[config.mk]
export PLATFORM = sky130hd
export DESIGN_NAME = stopwatch_display_mux
export DESIGN_NICKNAME = d
export VERILOG_FILES = /design/src/rtl/stopwatch_display_mux.sv
export SDC_FILE = /design/constraint.sdc
export NUM_CORES = 1
export LEC_CHECK = 0
export CAP_MARGIN = 20
export CORE_MARGIN = 4
export CORE_UTILIZATION = 58
export CTS_BUF_LIST = sky130_fd_sc_hd__clkbuf_8
export CTS_CLUSTER_DIAMETER = 100
export CTS_CLUSTER_SIZE = 8
export DETAILED_ROUTE_END_ITERATION = 6
export DONT_BUFFER_PORTS = 1
export PLACE_DENSITY = 0.74
export SLEW_MARGIN = 10
export SYNTH_ARGS = -nofsm -noshare
export SYNTH_HDL_FRONTEND = slang
export SYNTH_SLANG_ARGS = --single-unit
[constraint.sdc]
create_clock -name clk -period 4.3 [get_ports clk]
set_input_delay 0.645 -clock clk [delete_from_list [all_inputs] [get_ports clk]]
set_output_delay 0.645 -clock clk [all_outputs]
set_load 0.02 [all_outputs]
[src/rtl/stopwatch_display_mux.sv]
// Time-multiplexes a frame-consistent snapshot of the stopwatch BCD digits onto a
// 4-digit common-anode 7-segment display as M.SS.T; optional blink via STOPWATCH_DISPLAY_BLINK_EN.
module stopwatch_display_mux #(
  parameter int REFRESH_DIV  = 2500,
  parameter int BLANK_CYCLES = 1
) (
  input  logic       clk,
  input  logic       reset,
  input  logic [3:0] Tenths_Seconds,
  input  logic [3:0] Ones_Seconds,
  input  logic [3:0] Tens_Seconds,
  input  logic [3:0] Minutes,
  input  logic       Paused,
  output logic [6:0] seg,
  output logic       dp,
  output logic [3:0] an
);

  localparam int                CNT_W     = $clog2(REFRESH_DIV);
  localparam logic [CNT_W-1:0] DIV_LAST  = CNT_W'(REFRESH_DIV - 1);
  localparam logic [CNT_W-1:0] BLANK_LEN = CNT_W'(BLANK_CYCLES);

  logic [CNT_W-1:0] div_cnt;
  logic [1:0]       idx;
  logic [15:0]      snapshot;   // {Minutes, Tens, Ones, Tenths}
  logic             slot_end;
  logic             frame_end;

  logic [3:0]       digit;
  logic [6:0]       seg_next;
  logic [3:0]       an_next;
  logic             dp_next;
  logic             dark;

  assign slot_end  = (div_cnt == DIV_LAST);
  assign frame_end = slot_end && (idx == 2'd3);

  function automatic logic [6:0] bcd_to_seg(input logic [3:0] bcd);
    case (bcd)
      4'd0:    bcd_to_seg = 7'b1000000;
      4'd1:    bcd_to_seg = 7'b1111001;
      4'd2:    bcd_to_seg = 7'b0100100;
      4'd3:    bcd_to_seg = 7'b0110000;
      4'd4:    bcd_to_seg = 7'b0011001;
      4'd5:    bcd_to_seg = 7'b0010010;
      4'd6:    bcd_to_seg = 7'b0000010;
      4'd7:    bcd_to_seg = 7'b1111000;
      4'd8:    bcd_to_seg = 7'b0000000;
      4'd9:    bcd_to_seg = 7'b0010000;
      default: bcd_to_seg = 7'b0111111;
    endcase
  endfunction

  // NOTE: async reset in the sensitivity list; all state uses <= so every
  // register sees pre-edge values of its neighbours regardless of block order.
  always_ff @(posedge clk or posedge reset) begin
    if (reset) begin
      div_cnt  <= '0;
      idx      <= 2'd0;
      snapshot <= 16'h0000;
    end else begin
      if (slot_end) begin
        div_cnt <= '0;
        idx     <= idx + 2'd1;
      end else begin
        div_cnt <= div_cnt + CNT_W'(1);
      end
      // Capture all four digits at once so a frame never tears mid-rollover.
      if (frame_end)
        snapshot <= {Minutes, Tens_Seconds, Ones_Seconds, Tenths_Seconds};
    end
  end

`ifdef STOPWATCH_DISPLAY_BLINK_EN
  logic [4:0] frame_cnt;
  logic       paused_snap;

  always_ff @(posedge clk or posedge reset) begin
    if (reset) begin
      frame_cnt   <= 5'd0;
      paused_snap <= 1'b0;
    end else if (frame_end) begin
      frame_cnt   <= frame_cnt + 5'd1;
      paused_snap <= Paused;
    end
  end

  assign dark = paused_snap && frame_cnt[4];
`else
  logic unused_paused;
  assign unused_paused = Paused;
  assign dark          = 1'b0;
`endif

  // NOTE: every variable gets a default before the case so no latch is inferred.
  always_comb begin
    digit = 4'd0;
    case (idx)
      2'd0: digit = snapshot[3:0];
      2'd1: digit = snapshot[7:4];
      2'd2: digit = snapshot[11:8];
      2'd3: digit = snapshot[15:12];
      default: digit = 4'd0;
    endcase

    seg_next = bcd_to_seg(digit);
    dp_next  = ~idx[0];            // lit after minutes and after seconds-ones
    an_next  = ~(4'b0001 << idx);
    if (div_cnt < BLANK_LEN || dark)
      an_next = 4'hF;
  end

  always_ff @(posedge clk or posedge reset) begin
    if (reset) begin
      seg <= 7'h7F;
      dp  <= 1'b1;
      an  <= 4'hF;
    end else begin
      seg <= seg_next;
      dp  <= dp_next;
      an  <= an_next;
    end
  end

endmodule

# [Word-level counts from Yosys, hierarchy flattened]
# Memories as Yosys holds them, arrays and structs flattened. A register that Yosys moved wholly into a read port is not among the register bits.
# Index checks and enable logic that the tools add are counted.
[op_classes] muxes=3 n_eq_ne=4 n_lt_le_gt_ge=1 reduce_logical=2 addsub=2 shifts=1 bitwise_logic=2
[ops] op="case mux 4 bit (4 select lines)" count=1
[ops] op="adder 12 x 1 -> 12 bit (second input constant)" count=1
[ops] op="equality test 12 bit (second input constant)" count=1
[ops] op="less-than comparator 12 x 1 -> 1 bit (second input constant)" count=1
[ops] op="two-way mux 12 bit" count=1
[ops] op="equality test 2 bit (second input constant)" count=2
[ops] op="two-way mux 4 bit" count=1
[ops] op="NOT 4 bit" count=1
[ops] op="<< shifter 1 x 2 -> 4 bit (first input constant)" count=1
[ops] op="adder 2 x 1 -> 2 bit (second input constant)" count=1
[ops] op="equality test 2 x 1 -> 1 bit (second input constant)" count=1
[ops] op="logical NOT 2 bit" count=1
[ops] op="logical AND 1 bit" count=1
[ops] op="NOT 1 bit" count=1
[word_totals] mem_count=1 romBits=112 ff_bits=35 word_cells=21 in_bits=19
[mem_list] name="(name not given)" depth=16 width=7 rd=1 rd_clocked_by_memory_dff=1 write_ports=0 line_no="39" source="case (bcd)"

# [Longest topological paths before layout]
# Gate-level depths: netlist of the first run.
[depth] word_depth=3 ltp_mapped=8 depth_no_buf=8

# [Least setup slack after synthesis of the first run]
# OpenSTA, ideal clock, no wires.
[synth_timing] kind="reg-to-reg" start="register idx[0]" end="register seg[3]" path_stages_with_launch=7 arrival_ps=1807 n_path_buf=1 required_time_ps=4215 path_slack_ps=2409 period_less_slack_ps=1891 cell_sequence="dfrtp_1 -> inv_1 -> ha_1 -> clkbuf_1 -> mux2i_1 -> ha_1 -> o221ai_1"
[synth_via] elab_chain_len=2
[synth_rtl] item="start: declaration" line_no="24" source="logic [1:0] idx;"
[synth_rtl] item="start signal: assignment" line_no="64" source="idx <= idx + 2'd1;"
[synth_rtl] item="equality test 2 bit (tied with other cells)" line_no="98" source="case (idx)"
[synth_rtl] item="case mux 4 bit (4 select lines) *" line_no="98"
[synth_rtl] item="end: declaration" line_no="14" source="output logic [6:0] seg,"
# Every way passes the cells marked *; elsewhere a longest branch is shown, timed or not.
# A chain may end at the register's enable or synchronous reset.

# [Final worst setup path of the first run]
# Ends and elaborated chain as after synthesis.

==> flow_metrics.py, run 1 <==
metrics = {
    "floorplan": {
        "floorplan.io_pins": 31,
        "start_util": 0.624,
        "core_area_um2": 3130,
        "floorplan.die_area_um2": 4360,
        "placementRows": 20,
        "die_width_um": 66.0,
        "y_dimension_of_the_die_um": 66.0,
    },
    "timing": {
        "tns_ns": 0,
        "fmax_ghz": 0.453,
        "rsz0062_at_grt": "no",
        "period_minus_slack_ns": 2.21,
        "worst_pin_slew_ns": 0.495,
        "setup-violations-final": 0,
        "fin_worst_skew_ns": 0.0123,
        "maxSlewViolCount": 0,
        "timing.final.ws_setup_ns": 2.09,
        "timing.slew.headroom": 0.660,
        "finalCritPeriodShare": 0.513,
        "final_hold_viol_count": 0,
    },
    "grt": {
        "grt_max_degree": 43,
        "grt_pass1_vias": 1140,
        "grt_overflow_total": 0,
        "antenna_found_initial": 0,
        "grt_first_pass_wirelength_um": 5260,
        "grt_use_total": 0.163,
    },
    "routing": {
        "routed-via-count": 1130,
        "drt_total_wl_um": 3140,
        "ant_nets": 0,
        "drc": 0,
        "avgViaCountPerCell": 5.51,
        "detail_route.first_pass.iterations": 4,
        "routed_wire_length_per_instance_um": 15.3,
        "drt_iter0_drc": 70,
    },
    "flow_run": {
        "max_cap_viol_count": 0,
    },
    "critical_path": {
        "cp_cell_sequence": "inv_1 > ha_1 > a222oi_1 > mux2i_1 > o21ai_0 > o221ai_1",
        "critical_path.max_fanout": 5,
        "slowest_delay_ns": 0.50,
        "timing.critical_path.required_ns": 4.49,
        "worst_r2r_startpoint": "idx[0]$_DFFE_PP0N_",
        "cp.arrival_ns": 2.40,
        "path_delay_family": "compound AO/OA/AOI/OAI gates",
        "timing.critical_path.buf_inv": 1,
        "critPathSlowestCell": "a222oi_1",
        "worst_setup_path_start_kind": "flop",
        "worst-setup-path-type": "flop to flop",
        "cp-startpoint": "idx[0]$_DFFE_PP0N_",
        "critical_path.endpoint_type": "flop",
    },
    "synthesis": {
        "synth_nets": 184,
        "synth_flop_cell": "dfrtp_1",
        "post_synth_num_cell_types": 33,
        "yosys-top-cells-count": "dfrtp_1 (30), nand2_1 (14), dfstp_2 (12), inv_1 (11)",
        "proportion_of_synthesized_chip_area_in_sequential_cells": 0.546,
        "synth.yosys.warnings": 0,
        "synth_edf_count": 0,
        "netlist_top_cells_area": "dfrtp_1 (38%), dfstp_2 (16%), mux2_4 (7.7%), ha_1 (6.4%), mux2_2 (4.0%)",
        "postSynthCellCount": 155,
        "async_flop_share": 1.00,
        "syn-mean-instance-area_um2": 12.6,
        "yosysMostFrequentCell": "dfrtp_1",
        "yosys_register_bits": 42,
        "area_share_of_the_largest_cell_type_after_synthesis": 0.385,
        "syn_std_cell_area_um2": 1950,
        "post-synth-top-area-cell": "dfrtp_1",
    },
    "cells_and_area": {
        "syn_to_final_growth_pct": 6.41,
        "final_nets": 189,
        "fillCellCount": 225,
        "layout-drive-gt1-share": 0.248,
        "antenna_fix_cells": 0,
    },
    "clock_tree": {
        "cts_buffers": 5,
        "cts_tree": "done",
        "ctsResizeCount": 0,
        "setup_bufs_post_cts": 0,
        "post_cts_hold_buffer_count": 0,
        "clockRootBuffer": "clkbuf_8",
        "ctsLongestPathBuffers": 2,
        "htreeDepth": 2,
        "clock-sinks": 42,
        "cts.clk_slew.worst_paths_ns": 0.08,
        "insertion_delay_ns": 0.29,
    },
    "worst_hold_path": {
        "min_path_type": "input pin to asynchronous set/reset pin",
    },
    "status": {
        "run_status": "complete, no violations",
    },
    "placement": {
        "dp_hpwl_um": 2310,
        "io_buffer_count": 0,
        "dp_worst_setup_slack_ns": 2.12,
        "gpl.final_weighted_congestion": 0.841,
    },
    "power_and_ir_drop": {
        "vdd_drop_max_v": 0.000247,
        "p_leak_nw": 0.984,
        "pwr_density_cell_nw_per_um2": 334,
        "report.power.total_mw": 0.693,
    },
}
==> final timing paths <==
| path | endpoint | slack, ns | cells after the start |
|---|---|---|---|
| max | seg[3]$_DFF_PP1_ | 2.09 | 6 |
| min reg2reg | div_cnt[11]$_DFF_PP0_ | 0.49 | 1 |
| min | div_cnt[5]$_DFF_PP0_ | 0.36 | 2 |
| min in group clk | div_cnt[11]$_DFF_PP0_ | 0.49 | 1 |
| max reg2reg | seg[3]$_DFF_PP1_ | 2.09 | 6 |
| max in group asynchronous | dp$_DFF_PP1_ | 3.56 | 2 |
==> sequential cells by signal, summed over array words and instances, names as in the netlist <==
name,cells
snapshot,16
div_cnt,12
seg,7
an,4
idx,2
dp,1
==> cell type report <==
class / count / area [um^2] / area share
inverter: 11 / 41.3 / 0.0199
multi-input combinational: 99 / 825 / 0.397
clock inverter: 3 / 13.8 / 0.00663
clock buffer: 5 / 68.8 / 0.0331
timing repair buffer: 1 / 7.51 / 0.00361
tap: 44 / 55.1 / 0.0265
sequential: 42 / 1070 / 0.513
==> cells by family after synthesis <==
logic type,synth area share
AND/OR/NAND/NOR,0.122
multiplexers,0.143
adder cells (fa/ha/maj),0.0641
AO/OA/AOI/OAI,0.0487
XOR/XNOR,0.0449
flip-flops,0.546
buffers and inverters,0.0314
==> through the flow <==
stage / hold WS (ns) / instance area, um^2 / instances / util
after floorplan: 0.451 / 1950 / 155 / -
after global placement: 0.483 / 1990 / 197 / 0.638
after detailed placement: 0.488 / 1990 / 197 / 0.638
after CTS: 0.380 / 2080 / 205 / 0.664
after global routing: 0.402 / 2080 / 205 / 0.664
final: 0.363 / 2080 / 205 / 0.664
==> cell usage in the layout, fill, tap and decap left out, types with 5 or more instances in the layout <==
| cell type | n |
|---|---|
| clkbuf_8 | 5 |
| mux2_2 | 7 |
| ha_1 | 10 |
| dfrtp_1 | 30 |
| nand3_1 | 5 |
| dfstp_2 | 12 |
| xnor2_1 | 7 |
| nand2_1 | 14 |
| nor2_1 | 9 |
| mux2i_1 | 5 |
| mux2_4 | 10 |
| inv_1 | 12 |
==> per-layer routing <==
| metal | vias to the layer above | wire, um | share of wire | GRT usage |
|---|---|---|---|---|
| met5 | - | 0 | 0 | 0 |
| met4 | 0 | 59 | 0.019 | 0.0660 |
| met3 | 7 | 187 | 0.060 | 0.0612 |
| met2 | 32 | 1480 | 0.47 | 0.255 |
| met1 | 546 | 1410 | 0.45 | 0.203 |
| li1 | 545 | - | - | - |
==> power breakdown <==
part	leakage (nW)	internal, mW	switching [mW]
Clock	0.0491	0.110	0.124
Sequential	0.494	0.413	0.0132
Combinational	0.441	0.0144	0.0188
Total	0.984	0.537	0.156
Power figures use the tool's default switching activity.
==> inputs of run 2 (changes only) <==
PLACE_DENSITY = 0.76   (was 0.74)
clock period = 1.9 ns   (was 4.3 ns; I/O delays follow)
==> run 2 against run 1 <==
Compared with the run above: the run now ends with DRC left; die area stayed put; worst hold slack worse by 0.36 ns; first-iteration DRC count is 2.9% lower; largest power group unchanged; clock skew is 0.0012 ns lower; critical path depth stayed put; final area is 10% higher.
==> flow_metrics.py, run 2 (same netlist as run 1, synthesis figures left out) <==
metrics = {
    "routing": {
        "routed-via-count": 1234,
        "routed_wire_length_per_instance_um": 17.7,
        "met2RoutedLength_um": 1940,
        "ant_nets": 0,
        "avgViaCountPerCell": 5.66,
        "drt_total_wl_um": 3860,
        "wl_met3_um": 220,
        "detail_route.first_pass.iterations": 7,
        "met1_length_um": 1540,
        "drc": 6,
        "maxUsedRoutingLayer": "met4",
        "drt_iter0_drc": 68,
    },
    "status": {
        "failed_checks": "DRC",
        "run_status": "finished, violations left",
    },
    "critical_path": {
        "path_depth": 6,
        "timing.reg2reg.worst_path_depth": 6,
        "timing.critical_path.buf_inv": 1,
        "worst-setup-path-type": "flop to flop",
        "critPathSlowestCell": "dfrtp_2",
        "slowest_delay_ns": 0.45,
        "cp_cell_sequence": "buf_6 > ha_4 > a222oi_1 > mux2_2 > nand2b_4 > o211ai_1",
        "worst_setup_path_start_kind": "flop",
        "critical_path.endpoint_type": "flop",
        "timing.critical_path.required_ns": 2.11,
        "critical_path.max_fanout": 6,
        "path_delay_family": "compound AO/OA/AOI/OAI gates",
        "cp.arrival_ns": 2.09,
    },
    "timing": {
        "timing.slew.headroom": 0.667,
        "fmax_ghz": 0.534,
        "setup-violations-final": 0,
        "maxSlewViolCount": 0,
        "worst_pin_slew_ns": 0.500,
        "period_minus_slack_ns": 1.87,
        "rsz0062_at_grt": "yes",
        "tns_ns": 0,
        "finalCritPeriodShare": 0.986,
        "final_hold_viol_count": 0,
        "fin_worst_skew_ns": 0.0110,
    },
    "clock_tree": {
        "cts_tree": "done",
        "insertion_delay_ns": 0.30,
        "htreeDepth": 2,
        "clock-sinks": 42,
        "clockRootBuffer": "clkbuf_8",
        "ctsLongestPathBuffers": 2,
        "cts_buffers": 5,
        "cts.clk_slew.worst_paths_ns": 0.08,
    },
    "placement": {
        "placed_area_um2": 2050,
        "dp_cells": 205,
        "io_buffer_count": 0,
        "dp_hpwl_um": 2610,
        "gpl.final_weighted_congestion": 0.840,
    },
    "floorplan": {
        "placementRows": 20,
        "y_dimension_of_the_die_um": 66.0,
        "start_util": 0.624,
        "die_width_um": 66.0,
        "floorplan.die_area_um2": 4360,
        "floorplan.io_pins": 31,
        "core_area_um2": 3130,
    },
    "flow_run": {
        "max_cap_viol_count": 0,
    },
    "cells_and_area": {
        "most-common-layout-cells": "dfrtp_1 (28), nand2_1 (14), buf_4 (13), dfstp_2 (12), mux2_4 (10)",
        "fillCellCount": 210,
        "finish.instance_area_um2": 2280,
        "largest_regs": "snapshot: 16 flops, div_cnt: 12 flops, seg: 7 flops",
        "layout_commonest_cell": "dfrtp_1",
        "syn_to_final_growth_pct": 17.1,
        "layout-drive-gt1-share": 0.391,
        "instances_no_fill": 218,
        "final_nets": 202,
        "largest_register_ff_count": 16,
        "antenna_fix_cells": 0,
        "max_flop_register": "snapshot",
    },
    "power_and_ir_drop": {
        "pwr_density_cell_nw_per_um2": 781,
        "clock_power_share": 0.404,
        "p_sw_mw": 0.383,
        "p_leak_nw": 1.05,
        "report.power.total_mw": 1.79,
        "pwr-share-seq": 0.541,
        "p_int_mw": 1.40,
        "switching_share": 0.214,
        "power.share.combinational": 0.055,
        "vdd_drop_max_v": 0.000560,
    },
    "grt": {
        "grt_use_total": 0.185,
        "grt_overflow_total": 0,
        "antenna_found_initial": 0,
        "grt_first_pass_wirelength_um": 5950,
        "grt_pass1_vias": 1249,
        "grt_max_degree": 43,
    },
    "worst_hold_path": {
        "min_path_type": "input pin to asynchronous set/reset pin",
    },
}
## run 2: final cells by class
class	instances	area [um^2]	share of cell area
Tap cell	44	55.1	0.0241
Sequential cell	42	1070	0.468
Inverter	11	41.3	0.0181
Timing Repair Buffer	14	109	0.0476
Clock inverter	2	33.8	0.0148
Multi-Input combinational cell	99	895	0.392
Clock buffer	6	82.6	0.0361
## run 2: power groups by stage
stage	registers (mW)	logic, mW	clock network [mW]
final	0.966	0.0980	0.722
after global routing	0.968	0.109	0.768
after CTS	0.965	0.0900	0.732
after detailed placement	0.982	0.0830	0
after global placement	0.980	0.0769	0
after floorplan	0.975	0.0617	0
## run 2: what timing repair did
action,in CTS,in global routing
hold buffers,0,0
resized for setup,4,16
buffers inserted,4,1
endpoints found under the setup margin,5,7
pin swaps,1,7
## run 2: worst paths after layout
path                                           end  slack, ns             startpoint
max in group asynchronous          an[3]$_DFF_PP1_       1.52                  reset
max reg2reg                       seg[0]$_DFF_PP1_       0.03     idx[0]$_DFFE_PP0N_
min                           div_cnt[2]$_DFF_PP0_      0.003                  reset
min reg2reg                  div_cnt[11]$_DFF_PP0_       0.51  div_cnt[11]$_DFF_PP0_
max                               seg[0]$_DFF_PP1_       0.03     idx[0]$_DFFE_PP0N_
min in group clk           snapshot[6]$_DFFE_PP0P_       0.13        Ones_Seconds[2]
## run 2: metal layers
layer  up-vias  global-route usage
met3        15              0.0680
met1       603               0.209
met2        48               0.314
met5         -                   0
li1        568                   -
met4         0              0.0761
## run 2: through the flow
step,hold slack (ns),utilization,setup WS (ns)
3_3_place_gp,0.319,0.657,-0.00558
4_1_cts,0.0231,0.707,0.00549
2_1_floorplan,0.434,-,0.00859
6_report,0.00325,0.730,0.0274
3_5_place_dp,0.341,0.657,-0.107
5_1_grt,0.0616,0.730,-0.0622
==> inputs of run 3 (changes only) <==
CELL_PAD_IN_SITES_DETAIL_PLACEMENT = 1   (was unset)
CELL_PAD_IN_SITES_GLOBAL_PLACEMENT = 2   (was unset)
CORE_UTILIZATION = 40   (was 58)
PLACE_DENSITY = unset   (was 0.76)
PLACE_DENSITY_LB_ADDON = 0.1   (was unset)
REMOVE_ABC_BUFFERS = 1   (was unset)
SLEW_MARGIN = unset   (was 10)
==> run 3 against run 2 <==
Compared with the run above: the run now ends clean; clock power fell by 17%; clock skew decreased by 0.0066 ns; register-to-register slack got worse by 0.03 ns; clock-buffer cell count unchanged; die area rose by 39%; sequential cell count is the same; global-route usage decreased by 3.8 points; sequential power is essentially flat; worst hold slack improved by 0.13 ns; critical path depth increased by 1.
==> flow_metrics.py, run 3 (same netlist as run 1, synthesis figures left out) <==
metrics = {
    "power_and_ir_drop": {
        "p_sw_mw": 0.391,
        "p_int_mw": 1.28,
        "p_leak_nw": 1.08,
        "power.share.combinational": 0.066,
        "pwr-share-seq": 0.577,
        "switching_share": 0.234,
        "vdd_drop_max_v": 0.000364,
        "pwr_density_cell_nw_per_um2": 697,
        "clock_power_share": 0.357,
    },
    "critical_path": {
        "critical-path-top-cell-by-count": "buf_4",
        "worst_r2r_startpoint": "idx[1]$_DFFE_PP0N_",
        "cp-startpoint": "idx[1]$_DFFE_PP0N_",
        "r2r_setup_slack_ns": 0.00004,
        "timing.critical_path.required_ns": 2.12,
        "timing.critical_path.buf_inv": 2,
        "path_depth": 7,
        "cp_cell_sequence": "ha_4 > buf_4 > a222oi_1 > mux2i_2 > buf_4 > nor2_1 > a21oi_2",
        "path_delay_family": "compound AO/OA/AOI/OAI gates",
        "timing.reg2reg.worst_path_depth": 7,
        "worst-setup-path-type": "flop to flop",
        "cp.arrival_ns": 2.12,
        "worst_setup_path_start_kind": "flop",
        "critical_path.endpoint_type": "flop",
        "critical_path.max_fanout": 5,
        "slowest_delay_ns": 0.45,
        "crit-reg2reg-capture": "seg[4]$_DFF_PP1_",
        "critPathCapture": "seg[4]$_DFF_PP1_",
        "critPathSlowestCell": "dfrtp_2",
    },
    "cells_and_area": {
        "layout-drive-gt1-share": 0.454,
        "area_occupied_by_registers_um2": 1070,
        "largest_regs": "snapshot: 16 flops, div_cnt: 12 flops, seg: 7 flops",
        "multiInputGateArea_um2": 927,
        "layout_commonest_cell": "dfrtp_1",
        "syn_to_final_growth_pct": 22.9,
        "most-common-layout-cells": "dfrtp_1 (28), buf_4 (20), nand2_1 (14), dfstp_2 (12), mux2_4 (11)",
        "max_flop_register": "snapshot",
        "antenna_fix_cells": 0,
        "final_nets": 211,
        "largest_register_ff_count": 16,
        "fillCellCount": 493,
    },
    "clock_tree": {
        "cts.clk_slew.worst_paths_ns": 0.08,
        "htreeDepth": 2,
        "clock-sinks": 42,
        "ctsLongestPathBuffers": 2,
        "cts_buffers": 5,
        "cts_tree": "done",
        "clockRootBuffer": "clkbuf_8",
        "insertion_delay_ns": 0.29,
    },
    "routing": {
        "avgViaCountPerCell": 4.98,
        "detail_route.first_pass.iterations": 5,
        "drt_total_wl_um": 4080,
        "routed_wire_length_per_instance_um": 16.3,
        "drc": 0,
        "routed-via-count": 1246,
        "drt_iter0_drc": 56,
        "ant_nets": 0,
    },
    "timing": {
        "finalCritPeriodShare": 1.00,
        "rsz0062_at_grt": "yes",
        "fin_worst_skew_ns": 0.00441,
        "fmax_ghz": 0.526,
        "worst_pin_slew_ns": 0.484,
        "whs_ns": 0.133,
        "timing.slew.headroom": 0.677,
        "maxSlewViolCount": 0,
        "setup-violations-final": 0,
        "timing.final.ws_setup_ns": 0.0000409,
        "final_hold_viol_count": 0,
        "period_minus_slack_ns": 1.90,
    },
    "worst_hold_path": {
        "min_path_type": "input pin to flop",
    },
    "placement": {
        "dp_hpwl_um": 2990,
        "dp_worst_setup_slack_ns": -0.119,
        "gpl.final_weighted_congestion": 0.805,
        "io_buffer_count": 0,
    },
    "grt": {
        "grt_overflow_total": 0,
        "use_met2": 0.250,
        "met1_usage": 0.170,
        "grt_pass1_vias": 1379,
        "grt_use_total": 0.146,
        "use_met3": 0.0452,
        "grt_max_degree": 25,
        "grt_first_pass_wirelength_um": 6800,
        "busiest_grt_layer": "met2",
        "antenna_found_initial": 0,
    },
    "status": {
        "run_status": "complete, no violations",
    },
    "floorplan": {
        "core_area_um2": 4720,
        "start_util": 0.413,
        "floorplan.io_pins": 31,
        "floorplan.die_area_um2": 6060,
        "die_width_um": 77.9,
        "placementRows": 25,
        "y_dimension_of_the_die_um": 77.9,
    },
    "flow_run": {
        "max_cap_viol_count": 0,
    },
}
==> run 3: cell count changes in the layout (fill, tap and decap cells not counted), moves of 2 or more <==
cell / previous run / this run
a21oi_1: 2 / 0
a21oi_2: 0 / 2
buf_4: 13 / 20
ha_1: 6 / 4
ha_2: 1 / 3
==> run 3: layer usage <==
metal,vias to the layer above,share of wire
met1,630,0.41
met3,9,0.039
met5,-,0
met2,20,0.53
li1,587,-
met4,0,0.020
==> run 3: worst min path at each step <==
stage,start,end,slack (ns),depth (start not counted)
floorplan,Tenths_Seconds[0],snapshot[0]$_DFFE_PP0P_,0.43,1
global placement,reset,snapshot[1]$_DFFE_PP0P_,0.22,2
detailed placement,reset,snapshot[1]$_DFFE_PP0P_,0.23,2
CTS,Tenths_Seconds[1],snapshot[1]$_DFFE_PP0P_,0.12,1
global route,Tenths_Seconds[1],snapshot[1]$_DFFE_PP0P_,0.11,1
finish,Ones_Seconds[3],snapshot[7]$_DFFE_PP0P_,0.13,1
==> run 3: timing repair <==
action                                  CTS  global route
hold endpoints to repair                 30             0
hold buffers                              1             0
endpoints found under the setup margin    5             7
buffers inserted                          0             2
pin swaps                                 3             6
gates cloned                              0             0
resized for setup                         7            21
==> run 3: cell type report <==
| type | instances | share of cell area |
|---|---|---|
| Inverter | 11 | 0.0172 |
| Clock buffer | 6 | 0.0344 |
| Sequential cell | 42 | 0.445 |
| Timing Repair Buffer | 23 | 0.0762 |
| Multi-Input combinational cell | 99 | 0.387 |
| Tap cell | 67 | 0.0350 |
| Clock inverter | 2 | 0.00522 |
==> run 3: metrics by stage <==
step	TNS, ns	utilization	total power [mW]	instance area [um^2]	std cells
after floorplan	0	-	1.04	1930	152
after global placement	-0.0711	0.459	1.07	2170	239
after detailed placement	-0.254	0.459	1.07	2170	239
after CTS	-0.0317	0.487	1.69	2300	248
after global routing	-0.406	0.508	1.77	2400	250
final	0	0.508	1.67	2400	250
==> run 3: power by group through the flow <==
stage                     Sequential (mW)  Clock, mW  Combinational [mW]
after floorplan                     0.975          0              0.0617
after global placement              0.980          0              0.0864
after detailed placement            0.980          0              0.0912
after CTS                           0.964      0.625              0.0985
after global routing                0.966      0.678               0.125
final                               0.964      0.597               0.111
